<file path="config.mk">
export PLATFORM = sky130hd
export DESIGN_NAME = wordle_score_ctrl
export DESIGN_NICKNAME = d
export VERILOG_FILES = /design/src/rtl/wordle_score_ctrl.sv
export SDC_FILE = /design/constraint.sdc
export NUM_CORES = 1
export LEC_CHECK = 0
export BUFFER_PORTS_ARGS = -buffer_cell sky130_fd_sc_hd__buf_2
export CORE_MARGIN = 2
export CORE_UTILIZATION = 35
export DETAILED_ROUTE_END_ITERATION = 8
export HOLD_SLACK_MARGIN = 0.06
export PLACE_DENSITY_LB_ADDON = 0.08
export SYNTH_ARGS = -nofsm -noshare
export SYNTH_HDL_FRONTEND = slang
export SYNTH_SLANG_ARGS = --single-unit
</file>
<file path="constraint.sdc">
create_clock -name Clk -period 3.4 [get_ports Clk]
set_clock_uncertainty 0.1 [all_clocks]
set_input_delay 0.51 -clock Clk [delete_from_list [all_inputs] [get_ports Clk]]
set_output_delay 0.51 -clock Clk [all_outputs]
set_load 0.01 [all_outputs]
</file>
<file path="src/rtl/wordle_score_ctrl.sv">
// Wordle guess scorer: computes per-slot colours with duplicate-letter rules
// and streams them to the colour store over a valid/ready write port.
module wordle_score_ctrl #(
  parameter int unsigned NUM_ROWS = 6,
  parameter int unsigned LETTER_W = 8
) (
  input  logic                  Clk,
  input  logic                  reset_n,
  input  logic                  clear,
  input  logic                  start,
  input  logic [5*LETTER_W-1:0] guess,
  input  logic [5*LETTER_W-1:0] answer,
  output logic                  busy,
  output logic                  wr_valid,
  input  logic                  wr_ready,
  output logic [2:0]            wr_row,
  output logic [2:0]            wr_col,
  output logic [1:0]            wr_color,
  output logic                  done,
  output logic                  err,
  output logic                  win,
  output logic                  lose,
  output logic [2:0]            row
);

  typedef enum logic [2:0] {StIdle, StGreen, StYellow, StWrite, StDone} state_e;

  localparam logic [2:0] LastRow = 3'(NUM_ROWS - 1);

  state_e state_q, state_d;

  logic [4:0][LETTER_W-1:0] g_q, a_q;
  logic [4:0][1:0]          color_q;
  logic [4:0]               used_q, found_q;
  logic [2:0]               i_q, j_q, k_q;
  logic [2:0]               row_q;
  logic                     win_q, lose_q, err_q;
  logic                     guess_ok, accept, all_green;

  // Every guess byte must be an uppercase ASCII letter.
  always_comb begin
    guess_ok = 1'b1;
    for (int s = 0; s < 5; s++) begin
      if (guess[s*LETTER_W +: LETTER_W] < LETTER_W'('h41) ||
          guess[s*LETTER_W +: LETTER_W] > LETTER_W'('h5A)) begin
        guess_ok = 1'b0;
      end
    end
  end

  assign accept    = (state_q == StIdle) && start && !clear && !win_q && !lose_q;
  assign all_green = (color_q == {5{2'b10}});

  // State register.
  always_ff @(posedge Clk or negedge reset_n) begin
    if (!reset_n) begin
      state_q <= StIdle;
    end else begin
      state_q <= state_d;
    end
  end

  // Next-state logic; clear aborts from any state.
  always_comb begin
    state_d = state_q;
    unique case (state_q)
      StIdle:   if (accept && guess_ok) state_d = StGreen;
      StGreen:  if (i_q == 3'd4) state_d = StYellow;
      StYellow: if (i_q == 3'd4 && j_q == 3'd4) state_d = StWrite;
      StWrite:  if (wr_ready && k_q == 3'd4) state_d = StDone;
      StDone:   state_d = StIdle;
      default:  state_d = StIdle;
    endcase
    if (clear) state_d = StIdle;
  end

  // Scoring datapath, slot counters and game status.
  always_ff @(posedge Clk or negedge reset_n) begin
    if (!reset_n) begin
      g_q     <= '0;
      a_q     <= '0;
      color_q <= '0;
      used_q  <= '0;
      found_q <= '0;
      i_q     <= '0;
      j_q     <= '0;
      k_q     <= '0;
      row_q   <= '0;
      win_q   <= 1'b0;
      lose_q  <= 1'b0;
      err_q   <= 1'b0;
    end else if (clear) begin
      color_q <= '0;
      used_q  <= '0;
      found_q <= '0;
      i_q     <= '0;
      j_q     <= '0;
      k_q     <= '0;
      row_q   <= '0;
      win_q   <= 1'b0;
      lose_q  <= 1'b0;
      err_q   <= 1'b0;
    end else begin
      err_q <= accept && !guess_ok;
      unique case (state_q)
        StIdle: begin
          if (accept) begin
            for (int s = 0; s < 5; s++) begin
              g_q[s] <= guess[(4-s)*LETTER_W +: LETTER_W];
              a_q[s] <= answer[(4-s)*LETTER_W +: LETTER_W];
            end
            color_q <= '0;
            used_q  <= '0;
            found_q <= '0;
            i_q     <= '0;
            j_q     <= '0;
            k_q     <= '0;
          end
        end
        StGreen: begin
          if (g_q[i_q] == a_q[i_q]) begin
            color_q[i_q] <= 2'b10;
            used_q[i_q]  <= 1'b1;
          end
          i_q <= (i_q == 3'd4) ? 3'd0 : i_q + 3'd1;
        end
        StYellow: begin
          // found_q stops a guess slot claiming a second answer letter.
          if (color_q[i_q] != 2'b10 && !found_q[i_q] && !used_q[j_q] &&
              g_q[i_q] == a_q[j_q]) begin
            color_q[i_q] <= 2'b01;
            used_q[j_q]  <= 1'b1;
            found_q[i_q] <= 1'b1;
          end
          if (j_q == 3'd4) begin
            j_q <= 3'd0;
            i_q <= (i_q == 3'd4) ? 3'd0 : i_q + 3'd1;
          end else begin
            j_q <= j_q + 3'd1;
          end
        end
        StWrite: begin
          if (wr_ready) k_q <= k_q + 3'd1;
        end
        StDone: begin
          win_q  <= all_green;
          lose_q <= !all_green && (row_q == LastRow);
          if (!all_green && row_q < LastRow) row_q <= row_q + 3'd1;
        end
        default: ;
      endcase
    end
  end

  // Outputs decoded from state; write fields are zero outside WRITE.
  always_comb begin
    busy     = (state_q != StIdle);
    wr_valid = (state_q == StWrite);
    wr_row   = wr_valid ? row_q : 3'd0;
    wr_col   = wr_valid ? k_q : 3'd0;
    wr_color = wr_valid ? color_q[k_q] : 2'b00;
    done     = (state_q == StDone);
    err      = err_q;
    win      = win_q;
    lose     = lose_q;
    row      = row_q;
  end

endmodule

</file>
==> run_results.csv, run 1 <==
group,metric,value,unit
power,power-per-cell-area,818.5,nW/um^2
finish,fin_nets,825,
worst_setup_path,cp.required,3.61,ns
sta,fin_crit,3.203,ns
clock_network,cts_buffers,17,
clock_network,root_buffer,"clkbuf_16",
worst_setup_path,worst-path-buf-inv,1,
global_routing,grt_pass1_wl,30750,um
synth,postSynthCellCount,630,
power,irDropWorstVdd,0.4125,mV
placement,dp_hpwl,14290,um
global_routing,grt_start_max_net_pins,62,
synth,synth.avg_cell_area,10.79,um^2
worst_setup_path,cpLargestDelayFamily,"compound AO/OA/AOI/OAI gates",
sta,tns,0,ns
global_routing,grt_antenna_before_repair,0,
drt,firstDrtPassIters,6,
finish,insertedDiodeCount,0,
finish,drive_above_1_share,0.3785,
sta,setup_viol,0,
drt,drtIter0Drc,319,
synth,async_flop_share,1.000,
worst_setup_path,worstPathArrival,3.41,ns
synth,synth_flop_cell,"dfrtp_1",
die,coreArea,18890,um^2
min_path,hp-class,"input port to flip-flop",
worst_setup_path,crit_path_cell_trace,"and2b_1, a2bb2oi_1, o21ai_0, xor2_1, o2111ai_2, o31ai_4, buf_4, o2111ai_1, a22o_1",
synth,yosysUniqueCellTypes,69,
placement,portBuffers,101,
die,die-area,20540,um^2
drt,ant_nets,0,
global_routing,grt_pass1_vias,5561,
clock_network,post_cts_buffers,0,
worst_setup_path,crit_type,"flip-flop to flip-flop",
sta,hold_viol,0,
worst_setup_path,cp-start-kind,"flip-flop",
sta,fmax,312.2,MHz
synth,synth_top_area_cell,"dfrtp_1",
drt,route.detailed.drc,0,
sta,drv_slew,0,
synth,synth_area_leaders,"dfrtp_1 43%, mux2_2 16%, mux2i_1 2.8%, nor2_1 2.4%, a21oi_1 2.1%",
synth,synth.most_common_cell,"dfrtp_1",
sta,rsz0062_at_grt,"false",
global_routing,grtUsageTotal,0.1953,
sta,worst_slew_pin_slew,0.8105,ns
power,p_sw_frac,0.3554,
clock_network,ctsLongestPathBuffers,2,
power,p_switching,2.402,mW
drt,via_per_inst,5.339,
power,p_int,4.358,mW
sta,slew_headroom,0.4576,
synth,synth-edff-count,0,
run,drv_cap,0,
die,initial_core_util,0.3597,
die,die_h,143.3,um
synth,synth-seq-cells,118,
worst_setup_path,slowest_stage,"dfrtp_1",
clock_network,clock-sinks,118,
global_routing,grt_overflow_total,0,
clock_network,clk_latency,0.42,ns
placement,routabilityCongestion,0.9029,
die,boundaryPins,102,
drt,num_vias,5366,
synth,synth-seq-area-share,0.4345,
drt,totalWireLength,19170,um
clock_network,cts_tree,"done",
placement,dpl_cell_area,7592,um^2
die,num_rows,50,
synth,synth.top_cell.area_share,0.4345,
worst_setup_path,slowest_delay,0.57,ns
finish,area_delta_synth_final,21.54,%
finish,instances_no_fill,1005,
clock_network,htree_levels,4,
power,comb_power_share,0.358,
synth,syn-num-nets,723,
die,die_width,143.3,um
synth,synth_common_cells,"118 x dfrtp_1, 99 x mux2_2, 43 x nor2_1, 38 x nand2_1, 29 x a21oi_1",
run_status,status,"finished, final reports clean",
worst_setup_path,end_kind,"flip-flop",
finish,final_area,8259,um^2
clock_network,cts.clk_slew.worst_paths,0.06,ns
synth,mappedNetlistArea,6795,um^2
sta,fin_crit_sh,0.9419,
worst_setup_path,cp_max_fo,14,
placement,dp_cells,972,
power,pwr-share-seq,0.357,
power,p_leak,3.525,nW
power,power_frac_clock,0.286,
synth,yosys_warnings,0,
drt,wl_per_cell,19.07,um
registers in the layout, indices dropped and copies added, names as in the netlist:
register	flops
a_q	40
color_q	10
err	1
found_q	5
g_q	40
i_q	3
j_q	3
k_q	3
lose	1
row	3
state_q	3
used_q	5
win	1
per-stage QoR:
step	setup WS, ns	utilization	hold WS, ns	power (mW)
3_5_place_dp	0.04116	0.4019	0.3776	4.830
6_report	0.1974	0.4372	0.2217	6.760
4_1_cts	0.006557	0.4362	0.2064	6.802
5_1_grt	0.05734	0.4372	0.2061	7.157
2_1_floorplan	0.6600	-	0.1144	4.049
3_3_place_gp	0.1115	0.4019	0.3683	4.792
logic make-up after synthesis:
group                      count (synthesis)  synth area share
adders and majority gates                  8           0.01473
muxes                                    123            0.2053
and+or+nand+nor                          163            0.1221
AOI/OAI and AO/OA                        149            0.1619
DFF                                      118            0.4345
xor gates and xnor gates                  17           0.02191
buffers and inverters                     52           0.03959
cell usage in the layout, fill, tap and decap left out, types with 5 or more instances in the layout:
cell type  instances
xnor2_1            7
o22ai_1           10
nand3_1            9
nand4_1            5
nand2b_1          12
a22oi_1           11
inv_1             12
ha_1               8
o21ai_0           21
clkbuf_16         17
xor2_1            10
buf_4             19
nor4_1             5
a21o_1             7
nor2b_1            8
a32oi_1            5
nand2_1           37
a22o_1            10
nor3_1            14
or4_1              5
a31oi_1            9
o31ai_2            6
mux2i_1           19
buf_2            100
nor2_1            43
a21oi_1           29
mux2_2            99
dfrtp_1          116
layer usage:
layer,global-route usage,wire [um]
met2,0.3135,9069
met5,0,0
met1,0.2678,9025
met3,0.03466,734
met4,0.06502,335
power groups by stage:
stage                     clock network, mW  registers, mW  logic (mW)
after floorplan                           0           2.17        1.88
after global placement                    0           2.43        2.36
after detailed placement                  0           2.43        2.40
after CTS                              1.98           2.41        2.41
after global routing                   2.05           2.48        2.63
final                                  1.93           2.41        2.42
cell type report:
type / count / area (um^2)
Clock buffer: 18 / 439.2
Timing Repair Buffer: 122 / 693.2
Fill cell: 1816 / 10630
Inverter: 13 / 48.80
Clock inverter: 14 / 200.2
Tap cell: 260 / 325.3
Multi-Input combinational cell: 460 / 3595
Sequential cell: 118 / 2958
final timing paths:
check                                              end  slack [ns]                  start  depth (start not counted)
worst max-delay path            color_q[6]$_DFFE_PN0P_        0.20     j_q[2]$_DFFE_PN0P_                          9
worst min-delay path               a_q[22]$_DFFE_PN0P_        0.22             answer[22]                          2
worst max register to register  color_q[6]$_DFFE_PN0P_        0.20     j_q[2]$_DFFE_PN0P_                          9
worst min register to register   used_q[0]$_DFFE_PN0P_        0.39  used_q[0]$_DFFE_PN0P_                          2
max in group asynchronous           i_q[1]$_DFFE_PN0P_        1.96                reset_n                          3
min in group asynchronous        used_q[2]$_DFFE_PN0P_        0.52                reset_n                          2
timing repair:
item / in CTS / in global routing
endpoints found under the setup margin: 0 / 13
hold buffers: 1 / 0
endpoints found under the hold margin: 36 / 0
gates resized for setup: 0 / 4
Power figures use the tool's default switching activity.
==> run 2: changes to the inputs <==
--- a/config.mk
+++ b/config.mk
@@ -7,8 +7,9 @@
 export LEC_CHECK = 0
 export BUFFER_PORTS_ARGS = -buffer_cell sky130_fd_sc_hd__buf_2
 export CORE_MARGIN = 2
-export CORE_UTILIZATION = 35
+export CORE_UTILIZATION = 30
 export DETAILED_ROUTE_END_ITERATION = 8
+export GPL_TIMING_DRIVEN = 0
 export HOLD_SLACK_MARGIN = 0.06
 export PLACE_DENSITY_LB_ADDON = 0.08
 export SYNTH_ARGS = -nofsm -noshare
==> run_results.csv, run 2 (synthesis gave the netlist of run 1 again) <==
group,metric,value,unit
worst_setup_path,ff2ff_setup_slack,0.13,ns
min_path,hp-class,"input port to flip-flop",
sta,drv_slew,0,
drt,wl_per_cell,20.54,um
global_routing,grtUsageTotal,0.1876,
sta,hold_slack,0.2148,ns
worst_setup_path,worstPathArrival,3.47,ns
sta,fmax,305.8,MHz
placement,portBuffers,101,
drt,route.detailed.drc,0,
power,pwr-share-seq,0.332,
finish,insertedDiodeCount,0,
sta,slew_headroom,0.4217,
sta,hold_viol,0,
die,boundaryPins,102,
sta,rsz0062_at_grt,"false",
power,p_sw_frac,0.3617,
placement,dpl_cell_area,7691,um^2
finish,fin_nets,849,
power,p_int,4.474,mW
finish,utilization,0.3765,
worst_setup_path,cp-start-kind,"flip-flop",
sta,fin_crit_sh,0.9617,
global_routing,grt_start_max_net_pins,73,
clock_network,clk_latency,0.42,ns
clock_network,ctsLongestPathBuffers,2,
drt,wl_met1,10080,um
power,p_switching,2.535,mW
clock_network,root_buffer,"clkbuf_16",
die,initial_core_util,0.3029,
clock_network,htree_levels,4,
die,num_rows,55,
run_status,status,"finished, final reports clean",
global_routing,grt_antenna_before_repair,0,
global_routing,grt_pass1_vias,5860,
power,irDropWorstVdd,0.4048,mV
drt,wl_met3,938,um
drt,ant_nets,0,
clock_network,cts_tree,"done",
sta,worst_slew_pin_slew,0.8674,ns
drt,firstDrtPassIters,5,
sta,setup_viol,0,
clock_network,cts.clk_slew.worst_paths,0.06,ns
power,p_leak,3.598,nW
clock_network,clock-sinks,118,
drt,num_vias,5639,
finish,largestRegisters,"a_q: 40 flops, g_q: 40 flops, color_q: 10 flops",
die,die_width,154.5,um
finish,drive_above_1_share,0.3758,
finish,final_area,8446,um^2
finish,instances_no_fill,1054,
drt,drtIter0Drc,325,
worst_setup_path,crit_type,"flip-flop to flip-flop",
drt,route.met2.wl,10140,um
min_path,worstHoldStart,"answer[6]",
global_routing,grt_pass1_wl,34210,um
placement,dp_hpwl,16110,um
sta,fin_crit,3.270,ns
global_routing,grt_overflow_total,0,
drt,totalWireLength,21650,um
drt,via_per_inst,5.350,
power,power_frac_clock,0.290,
finish,area_delta_synth_final,24.29,%
finish,layout_common_cells,"118 x dfrtp_1, 108 x buf_2, 99 x mux2_2, 43 x nor2_1, 38 x nand2_1",
die,die_h,154.5,um
worst_setup_path,end_kind,"flip-flop",
run,drv_cap,0,
power,comb_power_share,0.378,
power,power-per-cell-area,829.8,nW/um^2
worst_setup_path,startpoint,"i_q[1]$_DFFE_PN0P_",
clock_network,cts_buffers,17,
placement,routabilityCongestion,0.8961,
die,coreArea,22430,um^2
worst_setup_path,cp.required,3.60,ns
worst_setup_path,worstReg2RegStart,"i_q[1]$_DFFE_PN0P_",
finish,final_common_cell,"dfrtp_1",
drt,top_layer_used,"met4",
worst_setup_path,cp_max_fo,10,
placement,dp_cells,1017,
die,die-area,23870,um^2
==> run 2: path summary, 6_finish.rpt <==
path | endpoint | cells after the start
worst max-delay path | color_q[9]$_DFFE_PN0P_ | 12
worst min-delay path | a_q[38]$_DFFE_PN0P_ | 2
worst max register to register | color_q[9]$_DFFE_PN0P_ | 12
worst min register to register | used_q[0]$_DFFE_PN0P_ | 2
max in group asynchronous | g_q[0]$_DFFE_PN0P_ | 3
min in group asynchronous | a_q[13]$_DFFE_PN0P_ | 2
==> run 2: per-layer routing <==
| metal | vias up | GRT usage |
|---|---|---|
| li1 | 2605 | - |
| met1 | 2826 | 0.2539 |
| met2 | 173 | 0.3023 |
| met3 | 35 | 0.03727 |
| met4 | 0 | 0.06041 |
| met5 | - | 0 |
==> run 2: layout make-up <==
| class | count | area, um^2 |
|---|---|---|
| multi-input cells | 460 | 3621 |
| repair buffers | 107 | 579.3 |
| flip-flops and latches | 118 | 2953 |
| fillers | 2238 | 13990 |
| well taps | 285 | 356.6 |
| clock buffers | 19 | 442.9 |
| clock inverters | 13 | 217.7 |
| plain buffers | 39 | 226.5 |
| inverters | 13 | 48.80 |
==> run 2: critical path, stage by stage, from the launching register on <==
cell	delay (ns)
dfrtp_1	0.36
buf_6	0.17
buf_6	0.21
buf_6	0.21
mux2_2	0.37
a32oi_1	0.15
o21ai_0	0.13
xor2_1	0.19
o311ai_1	0.25
o31ai_4	0.38
nand3_2	0.14
buf_6	0.17
a211o_1	0.30
==> run 2: metrics by stage <==
step           setup WS, ns  TNS, ns  total power, mW
2_1_floorplan        0.6600        0            4.049
3_3_place_gp        -0.2311   -1.085            4.807
6_report             0.1301        0            7.008
4_1_cts             0.04442        0            6.959
5_1_grt             0.02407        0            7.411
3_5_place_dp        -0.2945   -1.643            4.869
==> run 2: what timing repair did <==
| item | 4_1_cts | 5_1_grt |
|---|---|---|
| pin swaps | 0 | 2 |
| resized for setup | 4 | 9 |
| endpoints found under the setup margin | 15 | 12 |
| buffers inserted | 0 | 4 |
| hold buffers | 1 | 0 |
| hold endpoints to repair | 46 | 0 |
==> run 2: power groups by stage <==
stage | sequential, mW | clock (mW) | combinational (mW)
after floorplan | 2.17 | 0 | 1.88
after global placement | 2.33 | 0 | 2.48
after detailed placement | 2.35 | 0 | 2.52
after CTS | 2.33 | 2.08 | 2.55
after global routing | 2.41 | 2.15 | 2.86
final | 2.33 | 2.03 | 2.65
==> run 3: changes to the inputs <==
--- a/config.mk
+++ b/config.mk
@@ -8,6 +8,7 @@
 export BUFFER_PORTS_ARGS = -buffer_cell sky130_fd_sc_hd__buf_2
 export CORE_MARGIN = 2
 export CORE_UTILIZATION = 30
+export CTS_BUF_LIST = sky130_fd_sc_hd__clkbuf_8
 export DETAILED_ROUTE_END_ITERATION = 8
 export GPL_TIMING_DRIVEN = 0
 export HOLD_SLACK_MARGIN = 0.06
==> run_results.csv, run 3 (synthesis gave the netlist of run 1 again) <==
group,metric,value,unit
finish,largestRegisters,"a_q: 40 flops, g_q: 40 flops, color_q: 10 flops",
sta,fmax,305.9,MHz
sta,rsz0062_at_grt,"false",
power,p_leak,3.515,nW
sta,fin_ws,0.1313,ns
die,boundaryPins,102,
min_path,worstHoldStart,"answer[6]",
power,irDropWorstVdd,0.3436,mV
drt,route.detailed.drc,0,
sta,fin_crit,3.269,ns
finish,layout_common_cells,"118 x dfrtp_1, 108 x buf_2, 99 x mux2_2, 43 x nor2_1, 38 x nand2_1",
clock_network,cts_buffers,17,
drt,totalWireLength,21580,um
drt,num_vias,5585,
global_routing,grtUsageTotal,0.1872,
worst_setup_path,end_kind,"flip-flop",
clock_network,cts_tree,"done",
power,power-per-cell-area,788.6,nW/um^2
worst_setup_path,startpoint,"i_q[1]$_DFFE_PN0P_",
worst_setup_path,cp_max_fo,10,
global_routing,grt_pass1_vias,5836,
die,die_h,154.5,um
sta,worst_slew_pin_slew,0.9095,ns
worst_setup_path,cp.required,3.63,ns
worst_setup_path,worstReg2RegStart,"i_q[1]$_DFFE_PN0P_",
clock_network,cts.clk_slew.worst_paths,0.08,ns
worst_setup_path,slowest_delay,0.37,ns
clock_network,ctsLongestPathBuffers,2,
sta,drv_slew,0,
global_routing,grt_pass1_wl,34120,um
sta,hold_viol,0,
global_routing,grt_overflow_total,0,
drt,drtIter0Drc,355,
finish,fin_nets,849,
drt,firstDrtPassIters,4,
power,total_power,6.509,mW
worst_setup_path,cp-start-kind,"flip-flop",
drt,ant_nets,0,
drt,via_per_inst,5.299,
die,coreArea,22430,um^2
run,drv_cap,0,
placement,portBuffers,101,
die,num_rows,55,
run_status,status,"finished, final reports clean",
die,die_width,154.5,um
die,initial_core_util,0.3029,
finish,final_common_cell,"dfrtp_1",
finish,insertedDiodeCount,0,
worst_setup_path,path_common_cell,"buf_6",
drt,wl_per_cell,20.47,um
worst_setup_path,worstPathArrival,3.50,ns
clock_network,clock-sinks,118,
worst_setup_path,crit_path_cell_trace,"buf_6, buf_6, buf_4, mux2_2, o22ai_1, xnor2_1, o311ai_1, o31ai_4, nand3_2, buf_6, a211o_1",
sta,slew_headroom,0.3936,
finish,fillers,2256,
clock_network,clk_latency,0.46,ns
placement,dp_cells,1017,
placement,dp_hpwl,16110,um
worst_setup_path,crit_type,"flip-flop to flip-flop",
min_path,hp-class,"input port to flip-flop",
global_routing,grt_start_max_net_pins,73,
placement,routabilityCongestion,0.8961,
sta,setup_viol,0,
placement,pre_cts_slack,-0.2945,ns
die,die-area,23870,um^2
sta,fin_crit_sh,0.9614,
finish,drive_above_1_share,0.3758,
clock_network,root_buffer,"clkbuf_8",
clock_network,htree_levels,4,
finish,instances_no_fill,1054,
worst_setup_path,slowest_stage,"dfrtp_1",
finish,area_delta_synth_final,21.47,%
global_routing,grt_antenna_before_repair,0,
-- run 3: changes by cell type in the layout (fill, tap and decap cells not counted) --
cell       previous run  this run
clkbuf_16            17         0
clkbuf_8              1        18
clkbuf_1             16        15
inv_1                12        13
-- run 3: path summary, 6_finish.rpt --
check	depth (start not counted)	to	slack, ns
worst min-delay path	2	a_q[38]$_DFFE_PN0P_	0.18
worst max-delay path	11	color_q[9]$_DFFE_PN0P_	0.13
worst max register to register	11	color_q[9]$_DFFE_PN0P_	0.13
worst min register to register	2	used_q[0]$_DFFE_PN0P_	0.40
max in group asynchronous	3	a_q[23]$_DFFE_PN0P_	1.98
min in group asynchronous	2	a_q[13]$_DFFE_PN0P_	0.48
-- run 3: worst max-delay path, delay by kind of cell (launching register included) --
| family | cells | cell delay [ns] |
|---|---|---|
| AO/OA/AOI/OAI | 4 | 1.16 |
| XOR/XNOR | 1 | 0.16 |
| AND/OR/NAND/NOR | 1 | 0.14 |
| multiplexers | 1 | 0.37 |
| flip-flops | 1 | 0.37 |
| buffers and inverters | 4 | 0.83 |
-- run 3: report_power, final --
group	switching [mW]	leakage [nW]	internal, mW	total, mW
logic	1.42	1.82	1.22	2.64
clock network	0.644	0.232	0.901	1.54
registers	0.405	1.46	1.92	2.32
total	2.47	3.51	4.04	6.51
-- run 3: area by class of cell --
cell class | count | area [um^2] | share of cell area
repair buffers | 107 | 579.3 | 0.07018
clock buffers | 18 | 247.7 | 0.03001
clock inverters | 14 | 221.5 | 0.02683
plain buffers | 39 | 226.5 | 0.02744
multi-input cells | 460 | 3621 | 0.4387
flip-flops and latches | 118 | 2953 | 0.3577
well taps | 285 | 356.6 | 0.04320
inverters | 13 | 48.80 | 0.005912
-- run 3: timing repair --
item,in CTS,in global routing
hold buffers,1,0
endpoints found under the hold margin,46,0
pin swaps,0,2
setup endpoints to repair,15,12
setup buffers,0,4
resized for setup,4,9
-- run 3: through the flow --
stage	area (um^2)	hold WS, ns	setup TNS, ns	utilization
global placement	7657	0.3685	-1.085	0.3413
global route	8254	0.1358	0	0.3679
CTS	8185	0.1508	0	0.3649
floorplan	6795	0.1144	0	-
detailed placement	7691	0.3780	-1.643	0.3428
finish	8254	0.1809	0	0.3679
-- run 3: metal layers --
metal,track usage,share of wire,vias to the layer above
met2,0.3019,0.47,146
met1,0.2534,0.47,2817
met5,0,0,-
li1,-,-,2594
met3,0.03811,0.042,28
met4,0.05864,0.017,0
